===== config.mk =====
export PLATFORM = sky130hd
export DESIGN_NAME = remote_comm
export DESIGN_NICKNAME = d
export VERILOG_FILES = /design/src/rtl/remote_comm.sv
export SDC_FILE = /design/constraint.sdc
export NUM_CORES = 1
export LEC_CHECK = 0
export BUFFER_PORTS_ARGS = -buffer_cell sky130_fd_sc_hd__buf_2
export CORE_AREA = 4 4 99 148
export DETAILED_ROUTE_END_ITERATION = 10
export DIE_AREA = 0 0 103 152
export PLACE_DENSITY_LB_ADDON = 0.12
export SLEW_MARGIN = 20
export SYNTH_ARGS = -nofsm -noshare
export SYNTH_HDL_FRONTEND = slang
export SYNTH_SLANG_ARGS = --single-unit

===== constraint.sdc =====
create_clock -name clk -period 2.7 [get_ports clk]
set_input_delay 0.27 -clock clk [delete_from_list [all_inputs] [get_ports clk]]
set_output_delay 0.27 -clock clk [all_outputs]
set_load 0.005 [all_outputs]

===== src/rtl/remote_comm.sv =====
// UART command link to the copter: 3-byte 8N1 command frames out on TX,
// single-byte responses in on RX, each side with its own baud timing.
module remote_comm #(
  parameter int BAUD_DIV = 2604
) (
  input  logic        clk,
  input  logic        rst,
  input  logic        snd_cmd,
  input  logic [7:0]  cmd,
  input  logic [15:0] data,
  input  logic        clr_resp_rdy,
  input  logic        RX,
  output logic        TX,
  output logic        busy,
  output logic        cmd_sent,
  output logic [7:0]  resp,
  output logic        resp_rdy
);

  localparam int CW = (BAUD_DIV > 1) ? $clog2(BAUD_DIV) : 1;
  localparam logic [CW-1:0] BAUD_MAX = CW'(BAUD_DIV - 1);
  localparam logic [CW-1:0] BAUD_HALF = CW'(BAUD_DIV / 2);
  localparam logic [3:0] LAST_BIT = 4'd9;

  typedef enum logic [1:0] {
    IDLE,
    SEND_HI,
    SEND_MID,
    SEND_LO
  } tx_state_e;

  typedef enum logic {
    RX_IDLE,
    RX_DATA
  } rx_state_e;

  // ---------------- transmitter ----------------
  tx_state_e     tx_state_q;
  logic [CW-1:0] tx_baud_q;
  logic [3:0]    tx_bit_q;
  logic [7:0]    cmd_q;
  logic [15:0]   data_q;
  logic          tx_q;
  logic          busy_q;
  logic          cmd_sent_q;

  logic          tx_accept;
  logic [7:0]    tx_byte;
  logic [9:0]    tx_frame;
  logic [3:0]    tx_bit_nx;

  assign tx_accept = (tx_state_q == IDLE) && snd_cmd;
  assign tx_bit_nx = tx_bit_q + 4'd1;
  assign tx_frame  = {1'b1, tx_byte, 1'b0};

  always_comb begin
    tx_byte = cmd_q;
    unique case (tx_state_q)
      SEND_MID: tx_byte = data_q[15:8];
      SEND_LO:  tx_byte = data_q[7:0];
      default:  tx_byte = cmd_q;
    endcase
  end

  // Bit index 0 is start, 1..8 data LSB first, 9 stop.
  always_ff @(posedge clk or posedge rst) begin
    if (rst) begin
      tx_state_q <= IDLE;
      tx_baud_q  <= '0;
      tx_bit_q   <= '0;
      cmd_q      <= '0;
      data_q     <= '0;
      tx_q       <= 1'b1;
      busy_q     <= 1'b0;
      cmd_sent_q <= 1'b0;
    end else begin
      cmd_sent_q <= 1'b0;
      unique case (tx_state_q)
        IDLE: begin
          if (snd_cmd) begin
            cmd_q      <= cmd;
            data_q     <= data;
            tx_state_q <= SEND_HI;
            tx_baud_q  <= '0;
            tx_bit_q   <= '0;
            tx_q       <= 1'b0;
            busy_q     <= 1'b1;
          end
        end
        default: begin
          if (tx_baud_q != BAUD_MAX) begin
            tx_baud_q <= tx_baud_q + 1'b1;
          end else begin
            tx_baud_q <= '0;
            if (tx_bit_q != LAST_BIT) begin
              tx_bit_q <= tx_bit_nx;
              tx_q     <= tx_frame[tx_bit_nx];
            end else begin
              tx_bit_q <= '0;
              unique case (tx_state_q)
                SEND_HI: begin
                  tx_state_q <= SEND_MID;
                  tx_q       <= 1'b0;
                end
                SEND_MID: begin
                  tx_state_q <= SEND_LO;
                  tx_q       <= 1'b0;
                end
                default: begin
                  tx_state_q <= IDLE;
                  tx_q       <= 1'b1;
                  busy_q     <= 1'b0;
                  cmd_sent_q <= 1'b1;
                end
              endcase
            end
          end
        end
      endcase
    end
  end

  // ---------------- receiver ----------------
  logic          rx_s1_q;
  logic          rx_s2_q;
  logic          rx_s3_q;
  rx_state_e     rx_state_q;
  logic [CW-1:0] rx_baud_q;
  logic [3:0]    rx_bit_q;
  logic [7:0]    rx_shift_q;
  logic [7:0]    resp_q;
  logic          resp_rdy_q;
  logic          resp_rdy_d;

  logic          rx_mid;
  logic          rx_byte_ok;

  assign rx_mid     = (rx_state_q == RX_DATA) && (rx_baud_q == BAUD_HALF);
  assign rx_byte_ok = rx_mid && (rx_bit_q == LAST_BIT) && rx_s2_q;

  // rx_s3_q only serves falling-edge detection on the synchronized line.
  always_ff @(posedge clk or posedge rst) begin
    if (rst) begin
      rx_s1_q    <= 1'b1;
      rx_s2_q    <= 1'b1;
      rx_s3_q    <= 1'b1;
      rx_state_q <= RX_IDLE;
      rx_baud_q  <= '0;
      rx_bit_q   <= '0;
      rx_shift_q <= '0;
      resp_q     <= '0;
    end else begin
      rx_s1_q <= RX;
      rx_s2_q <= rx_s1_q;
      rx_s3_q <= rx_s2_q;
      unique case (rx_state_q)
        RX_IDLE: begin
          if (!rx_s2_q && rx_s3_q) begin
            rx_state_q <= RX_DATA;
            rx_baud_q  <= '0;
            rx_bit_q   <= '0;
          end
        end
        default: begin
          if (rx_baud_q == BAUD_MAX) begin
            rx_baud_q <= '0;
            rx_bit_q  <= rx_bit_q + 4'd1;
          end else begin
            rx_baud_q <= rx_baud_q + 1'b1;
          end
          if (rx_mid) begin
            if (rx_bit_q == 4'd0) begin
              if (rx_s2_q) begin
                rx_state_q <= RX_IDLE;
                rx_baud_q  <= '0;
              end
            end else if (rx_bit_q == LAST_BIT) begin
              rx_state_q <= RX_IDLE;
              rx_baud_q  <= '0;
              rx_bit_q   <= '0;
              if (rx_s2_q) begin
                resp_q <= rx_shift_q;
              end
            end else begin
              rx_shift_q <= {rx_s2_q, rx_shift_q[7:1]};
            end
          end
        end
      endcase
    end
  end

  always_comb begin
    resp_rdy_d = resp_rdy_q;
    if (rx_byte_ok) begin
      resp_rdy_d = 1'b1;
    end else if (tx_accept) begin
      resp_rdy_d = 1'b0;
    end else if (clr_resp_rdy) begin
      resp_rdy_d = 1'b0;
    end
  end

  always_ff @(posedge clk or posedge rst) begin
    if (rst) begin
      resp_rdy_q <= 1'b0;
    end else begin
      resp_rdy_q <= resp_rdy_d;
    end
  end

  assign TX       = tx_q;
  assign busy     = busy_q;
  assign cmd_sent = cmd_sent_q;
  assign resp     = resp_q;
  assign resp_rdy = resp_rdy_q;

endmodule


## After elaboration in Yosys (flattened, before gate mapping)

Index checks and enable logic that the tools add are counted.

- Order comparisons: 1
- Muxes and demuxes: 50
- Bitwise logic cells: 2
- Equal/unequal tests: 12
- Reduce and logical (&&, ||, !) cells: 17
- Add/sub/neg operators: 4

Operators with widths:

| kind | count |
|---|---|
| $mux W12 | 10 |
| $mux W4 | 10 |
| $add A12 B1 Y12 const B | 2 |
| $mux W1 | 23 |
| $pmux W8 S2 | 1 |
| $eq A12 B11 Y1 const B | 1 |
| $eq A12 B12 Y1 const B | 1 |
| $ne A12 B12 Y1 const B | 1 |
| $add A4 B1 Y4 const B | 2 |
| $mux W2 | 4 |
| $reduce_and A4 Y1 | 2 |
| $ne A2 B2 Y1 const B | 3 |
| $logic_and A1 B1 Y1 | 5 |
| $lt A4 B5 Y1 const B | 1 |
| $reduce_and A5 Y1 | 1 |
| $bmux W1 S4 | 1 |
| $eq A2 B2 Y1 const B | 2 |
| $eq A4 B4 Y1 const B | 1 |
| $logic_not A4 Y1 | 1 |
| $ne A4 B4 Y1 const B | 1 |
| $pmux W2 S2 | 1 |
| $reduce_and A2 Y1 | 2 |
| $reduce_and A3 Y1 | 1 |
| $reduce_bool A3 Y1 | 1 |
| 7 further kinds | 8 |

- Input bits: 29
- Register bits: 82
- Output and inout port bits: 12

## Longest topological paths before layout

Gate-level depths: netlist (run 1).

- Depth after elaboration: 7
- Depth in mapped cells: 9
- Depth with buffers taken out: 8

## Worst setup path before layout (run 1)

No wires, ideal clock.

- Kind: register -> register
- Start: reg tx_baud_q[7]
- End: reg tx_bit_q[2]
- Cell stages (with the launch flop): 8
- Period minus slack after synthesis: 2145 ps
- Slack: 555 ps
- Data arrival time: 2024 ps
- Data required time: 2579 ps
- Library setup time: 121 ps
- Cell sequence: dfrtp_1 > or4b_1 > or4_1 > buf_6 > nand2b_4 > buf_6 > nand2_4 > a22o_1

- Cells in the longest elaborated chain, start to end: 3

Ends and longest elaborated chain:

| what | RTL line | RTL |
|---|---|---|
| from (decl) | 39 | `logic [CW-1:0] tx_baud_q;` |
| from (signal assigned) | 92 | `tx_baud_q <= tx_baud_q + 1'b1;` |
| $ne A12 B12 Y1 | 91 | `if (tx_baud_q != BAUD_MAX) begin` |
| $ne A2 B2 Y1 (no line) | n/a |  |
| $reduce_and A2 Y1 (no line) | n/a |  |
| to (signal assigned) | 96 | `tx_bit_q <= tx_bit_nx;` |
| to (decl) | 40 | `logic [3:0] tx_bit_q;` |

No other way between the ends.
A chain may end at the register's enable or synchronous reset.

## Final worst setup path (run 1)

- Start: reg tx_baud_q[7]
- End: reg busy_q, in the netlist busy

- Cells in the longest elaborated chain, start to end: 3

Ends and longest elaborated chain:

| what | RTL line | RTL |
|---|---|---|
| $ne A12 B12 Y1 | 91 |  |
| $ne A2 B2 Y1 (no line) | n/a |  |
| $reduce_and A4 Y1 (no line) | n/a |  |
| to (signal assigned) | 74 | `busy_q <= 1'b0;` |
| to (signal assigned) | 87 | `busy_q <= 1'b1;` |
| to (signal assigned) | 112 | `busy_q <= 1'b0;` |
| to (decl) | 44 | `logic busy_q;` |

No other way between the ends.

==> results of run 1 <==
## per-layer routing
metal / vias up / global-route usage, % / share of wire (%)
met4: 0 / 4.63 / 1.8
met3: 11 / 2.57 / 3.4
met5: - / 0 / 0
li1: 1368 / - / -
met2: 36 / 20.3 / 52
met1: 1355 / 13.9 / 43
## cells by family after synthesis
| group | after synthesis |
|---|---|
| AND/OR/NAND/NOR | 118 |
| AO/OA/AOI/OAI | 64 |
| buffers and inverters | 24 |
| adder cells (fa/ha/maj) | 12 |
| multiplexers | 40 |
| XOR/XNOR | 14 |
| flip-flops | 82 |
## through the flow
step                power [mW]  worst slack, ns  util (%)
detailed placement        1.58            0.308      32.6
global placement          1.58            0.311      32.6
finish                    2.82            0.322      34.9
CTS                       2.87            0.289      34.9
floorplan                 1.50            0.328         -
global route              2.96            0.201      34.9
## state kept, by name, summed over array words and instances (netlist names), 2 cells and up
register,flops
rx_bit_q,4
rx_shift_q,8
tx_state_q,2
resp,8
cmd_q,8
tx_baud_q,12
rx_baud_q,12
data_q,16
tx_bit_q,4
## power breakdown
group	switching [mW]	leakage (nW)	internal [mW]
Combinational	0.0966	0.976	0.0906
Clock	0.520	0.149	0.744
Sequential	0.0818	1.09	1.29
Total	0.699	2.22	2.12
## cell type report
cell class              count  area, sq um
inverters                  14         53.8
multi-input cells         248         1770
flip-flops and latches     82         2060
fillers                  1355         8730
well taps                 162          203
repair buffers             50          288
clock buffers              10          239
clock inverters             6         65.1
## cells in the final DEF, fill, tap and decap left out, drive strengths merged, types with 2 or more instances in the layout
cell	count
a21o	2
a21oi	8
a22o	2
a22oi	5
a31oi	4
and3	8
buf	50
clkbuf	10
clkinv	4
dfrtp	78
dfstp	4
ha	12
inv	14
mux2	40
nand2	36
nand2b	6
nand3	12
nand3b	4
nand4	10
nor2	21
nor2b	2
nor3	3
nor3b	3
nor4bb	4
o21ai	28
o31ai	4
or4	2
xnor2	2
xor2	12
## worst max-delay path, cell delays in order (launching register included)
cell	delay, ns
dfrtp_1	0.42
or4b_1	0.54
or4_1	0.69
nor4_1	0.49
nor2_1	0.09
## path summary, 6_finish.rpt
path                                             end                startpoint  cells after the start
max in group asynchronous          rx_s3_q$_DFF_PP1_                       rst                      3
min in group clk                   rx_s1_q$_DFF_PP1_                        RX                      1
min reg2reg                        rx_s2_q$_DFF_PP1_         rx_s1_q$_DFF_PP1_                      0
max                                 busy$_DFFE_PP0P_  tx_baud_q[7]$_DFFE_PP0P_                      4
min                        rx_shift_q[0]$_DFFE_PP0P_                       rst                      2
max reg2reg                         busy$_DFFE_PP0P_  tx_baud_q[7]$_DFFE_PP0P_                      4
==> impl_metrics.py, run 1 <==
metrics = {
    "run_status": {
        "violations": "negative hold slack",
        "status": "finished, violations left",
    },
    "timing": {
        "fin_crit_ns": 2.38,
        "rsz0062_at_grt": "no",
        "worst_slew_pin_slew_ns": 0.652,
        "finalMaxSlewViolations": 0,
        "hold_ws_ns": -0.0110,
        "clock.fmax_mhz": 420,
        "fin_tns_setup_ns": 0,
        "skew_ns": 0.00715,
        "final_hold_viol_count": 7,
        "finalSetupViolations": 0,
        "relSlewSlack_pct": 55.9,
        "fin_crit_sh_pct": 88.1,
    },
    "yosys": {
        "yosysTopAreaCell": "dfrtp_1",
        "ys_ff_latch": 82,
        "synth-edff-count": 0,
        "yosys.area_share.simple_pct": 16.4,
        "yosysWarnings": 0,
        "syn_avg_cell_area_sq_um": 11.1,
        "synthXorXnorAreaFrac_pct": 3.12,
        "synthDistinctLibCells": 51,
        "synth_top_cells_by_count": "dfrtp_1 (78), mux2_2 (40), nand2_1 (35)",
        "synth_top_family_by_area": "simple AND/OR/NAND/NOR gates",
        "postSynthCellCount": 354,
        "synth_top_area_share_pct": 49.6,
        "synthAdderAreaFrac_pct": 3.81,
        "synth_nets": 395,
        "synth_area_leaders": "dfrtp_1 (50%), mux2_2 (11%), ha_1 (3.8%), nand2_1 (3.3%), o21ai_0 (3.3%)",
        "async_flop_share_pct": 100,
        "synth-compound-area-share_pct": 10.2,
        "ys_seq_area_share_pct": 52.3,
        "synth_mux_area_share_pct": 11.4,
        "yosysMostFrequentCell": "dfrtp_1",
        "synth_top_flop_cell": "dfrtp_1",
        "syn_area_sq_um": 3940,
    },
    "final_layout": {
        "final_cells": 572,
        "fin_nets": 446,
        "diodes": 0,
        "final_area_sq_um": 4680,
        "drive_gt1_share_pct": 28.5,
        "syn_to_final_growth_pct": 18.8,
    },
    "clock_network": {
        "post_cts_buffers": 0,
        "hold_buffers": 0,
        "cts.sinks": 82,
        "ctsLongestPathBuffers": 2,
        "root_buffer": "clkbuf_16",
        "cts_tree": "built",
        "cts_buffers": 9,
        "clk_pin_slew_ns": 0.06,
        "htreeDepth": 3,
        "ctsResizeCount": 0,
        "clkLatencyLatePin_ns": 0.34,
    },
    "setup_path": {
        "cp-start-kind": "register",
        "worstPathMaxFanout": 7,
        "timing.critical_path.required_ns": 2.90,
        "path_class": "reg -> reg",
        "cp-end-kind": "register",
        "worstPathArrival_ns": 2.58,
        "r2r_slack_ns": 0.32,
    },
    "grt": {
        "antenna_found_initial": 0,
        "grt_util_all_layers_pct": 11.8,
        "grt_overflow": 0,
        "first_global_vias": 2991,
        "grt_max_degree": 37,
        "grt_pass1_wl_um": 14600,
    },
    "hold_path": {
        "hold_path_class": "in -> async",
    },
    "power_and_ir_drop": {
        "leakage_nw": 2.22,
        "ir_worst_vdd_uv": 269,
        "powerDensity_nw_per_um2": 603,
    },
    "placed_design": {
        "post-place-cells": 556,
        "routabilityCongestion": 0.757,
        "port_buffers": 40,
        "dpl-instance-area_sq_um": 4370,
        "dp_hpwl_um": 6090,
    },
    "drt": {
        "wl_per_cell_um": 14.8,
        "num_vias": 2770,
        "finalWirelength_um": 8480,
        "drtIter0Drc": 71,
        "first_pass_iters": 4,
        "viasPerCell": 4.84,
        "drc": 0,
        "final_antenna_net_count": 0,
    },
    "run": {
        "cap_violations": 0,
    },
    "floorplanning": {
        "io_pins": 41,
        "dieArea_sq_um": 15700,
        "die_w_um": 103,
        "die_h_um": 152,
        "initial_core_util_pct": 29.4,
        "row_count": 52,
        "core_area_sq_um": 13400,
    },
}
No activity file was read; power rests on OpenSTA's default activity.
==> run 2: changes to the inputs <==
--- a/config.mk
+++ b/config.mk
@@ -6,9 +6,9 @@
 export NUM_CORES = 1
 export LEC_CHECK = 0
 export BUFFER_PORTS_ARGS = -buffer_cell sky130_fd_sc_hd__buf_2
-export CORE_AREA = 4 4 99 148
+export CORE_AREA = 4 4 120 122
 export DETAILED_ROUTE_END_ITERATION = 10
-export DIE_AREA = 0 0 103 152
+export DIE_AREA = 0 0 124 126
 export PLACE_DENSITY_LB_ADDON = 0.12
 export SLEW_MARGIN = 20
 export SYNTH_ARGS = -nofsm -noshare
==> run 2 against run 1 <==
The run now ends clean. Via count increased by 1.6%. Sequential power about the same. Clock skew decreased by 0.0013 ns. Critical path depth increased by 1. Setup slack improved by 0.020 ns. Clock power about the same. Sequential share of layout area about the same. Global-route usage decreased by 0.40 points. Core utilization increased by 0.59 points. Cell count increased by 2.3%. Register-to-register slack improved by 0.02 ns. Hold slack improved by 0.044 ns. Largest cell class unchanged.
==> impl_metrics.py, run 2 (synthesis results as in run 1) <==
metrics = {
    "timing": {
        "fin_crit_sh_pct": 87.3,
        "clock.fmax_mhz": 424,
        "rsz0062_at_grt": "no",
        "finalSetupViolations": 0,
        "final_hold_viol_count": 0,
        "skew_ns": 0.00587,
        "worst_slew_pin_slew_ns": 0.697,
        "finalMaxSlewViolations": 0,
        "fin_tns_setup_ns": 0,
        "relSlewSlack_pct": 53.5,
        "hold_ws_ns": 0.0331,
        "fin_crit_ns": 2.36,
    },
    "grt": {
        "grt_overflow": 0,
        "antenna_found_initial": 0,
        "first_global_vias": 2799,
        "grt_pass1_wl_um": 13900,
        "grt_max_degree": 56,
        "grt_util_all_layers_pct": 11.4,
    },
    "placed_design": {
        "dp_hpwl_um": 5820,
        "routabilityCongestion": 0.775,
        "port_buffers": 40,
    },
    "clock_network": {
        "post_cts_buffers": 0,
        "clkLatencyLatePin_ns": 0.34,
        "ctsResizeCount": 0,
        "clk_pin_slew_ns": 0.06,
        "htreeDepth": 3,
        "cts.sinks": 82,
        "cts_buffers": 9,
        "root_buffer": "clkbuf_16",
        "ctsLongestPathBuffers": 2,
        "cts_tree": "built",
        "hold_buffers": 0,
    },
    "hold_path": {
        "hold_path_class": "in -> reg",
    },
    "run": {
        "cap_violations": 0,
    },
    "power_and_ir_drop": {
        "powerDensity_nw_per_um2": 602,
        "leakage_nw": 2.21,
        "ir_worst_vdd_uv": 300,
    },
    "setup_path": {
        "timing.critical_path.required_ns": 2.92,
        "critPathSlowestCell": "or4_1",
        "worstPathCellList": "or4b_1 > or4_1 > nand2b_4 > nand2_4 > a22o_1",
        "cp_slowest_stage_delay_ns": 0.70,
        "r2r_slack_ns": 0.34,
        "cp-start-kind": "register",
        "r2r-start": "tx_baud_q[7]$_DFFE_PP0P_",
        "worstSetupEndpoint": "tx_bit_q[2]$_DFFE_PP0P_",
        "worstPathMaxFanout": 21,
        "path_class": "reg -> reg",
        "worstPathArrival_ns": 2.58,
        "reg2reg_depth": 5,
        "crit_start": "tx_baud_q[7]$_DFFE_PP0P_",
        "regToRegEndpoint": "tx_bit_q[2]$_DFFE_PP0P_",
        "cp-end-kind": "register",
    },
    "drt": {
        "viasPerCell": 4.81,
        "num_vias": 2814,
        "drtIter0Drc": 140,
        "final_antenna_net_count": 0,
        "finalWirelength_um": 8350,
        "wl_per_cell_um": 14.3,
        "first_pass_iters": 4,
        "drc": 0,
    },
    "final_layout": {
        "drive_gt1_share_pct": 27.9,
        "top_regs": "data_q (16), rx_baud_q (12), tx_baud_q (12)",
        "final_common_cell": "dfrtp_1",
        "nFillCells": 1322,
        "final_cell_mix": "dfrtp_1 (78), mux2_2 (40), buf_2 (40)",
        "diodes": 0,
        "top_register": "data_q",
        "syn_to_final_growth_pct": 18.9,
        "largest_reg_flops": 16,
        "fin_nets": 445,
    },
    "floorplanning": {
        "row_count": 42,
        "core_area_sq_um": 13200,
        "die_h_um": 126,
        "dieArea_sq_um": 15600,
        "die_w_um": 124,
        "initial_core_util_pct": 29.8,
        "io_pins": 41,
    },
    "run_status": {
        "status": "finished, final reports clean",
    },
}
-- run 2: changes by cell type in the layout (fill, tap and decap cells not counted) --
cell        before  now
clkbuf_8         1    3
clkinv_4         1    0
buf_12           1    0
inv_6            1    0
clkinvlp_4       1    0
clkbuf_1         0    2
inv_4            0    1
clkinv_2         3    1
-- run 2: metal layers --
metal	global-route usage, %	part of all wire [%]	vias to the layer above	wire [um]
met5	0	0	-	0
met4	5.03	1.9	0	157
met3	3.18	3.6	10	304
met2	17.4	47	40	3960
met1	15.0	47	1398	3930
li1	-	-	1366	-
-- run 2: worst min-delay path by stage --
stage / end / depth (start not counted) / start / slack (ns)
detailed placement: rx_s2_q$_DFF_PP1_ / 0 / rx_s1_q$_DFF_PP1_ / 0.35
CTS: rx_s1_q$_DFF_PP1_ / 1 / RX / 0.01
global route: rx_s1_q$_DFF_PP1_ / 1 / RX / 0.02
global placement: rx_s2_q$_DFF_PP1_ / 0 / rx_s1_q$_DFF_PP1_ / 0.35
floorplan: rx_s1_q$_DFF_PP1_ / 0 / RX / 0.27
finish: rx_s1_q$_DFF_PP1_ / 1 / RX / 0.03
-- run 2: through the flow --
step | worst slack (ns) | power [mW] | instance area, sq um | utilization [%] | std cells
detailed placement | 0.348 | 1.58 | 4370 | 33.1 | 569
global placement | 0.365 | 1.58 | 4370 | 33.1 | 569
global route | 0.226 | 2.95 | 4680 | 35.5 | 585
CTS | 0.339 | 2.87 | 4680 | 35.5 | 585
finish | 0.342 | 2.82 | 4680 | 35.5 | 585
floorplan | 0.328 | 1.50 | 3940 | - | 354
-- run 2: area by class of cell --
type / count / area (sq um) / share of cell area, %
flip-flops and latches: 82 / 2060 / 44.0
inverters: 14 / 55.1 / 1.18
multi-input cells: 248 / 1770 / 37.8
clock buffers: 14 / 274 / 5.86
clock inverters: 2 / 35.0 / 0.749
well taps: 176 / 220 / 4.71
repair buffers: 49 / 268 / 5.72
-- run 2: worst max-delay path: cells and delay by family, from the launching register on --
kind            cells  cell delay, ns
simple gates        4            1.58
compound gates      1            0.23
flops               1            0.42
-- run 2: where the power goes --
part	leakage, nW	switching (mW)	total [mW]	internal (mW)
clock network	0.153	0.473	1.26	0.792
registers	1.09	0.0842	1.37	1.29
logic	0.966	0.0939	0.183	0.0888
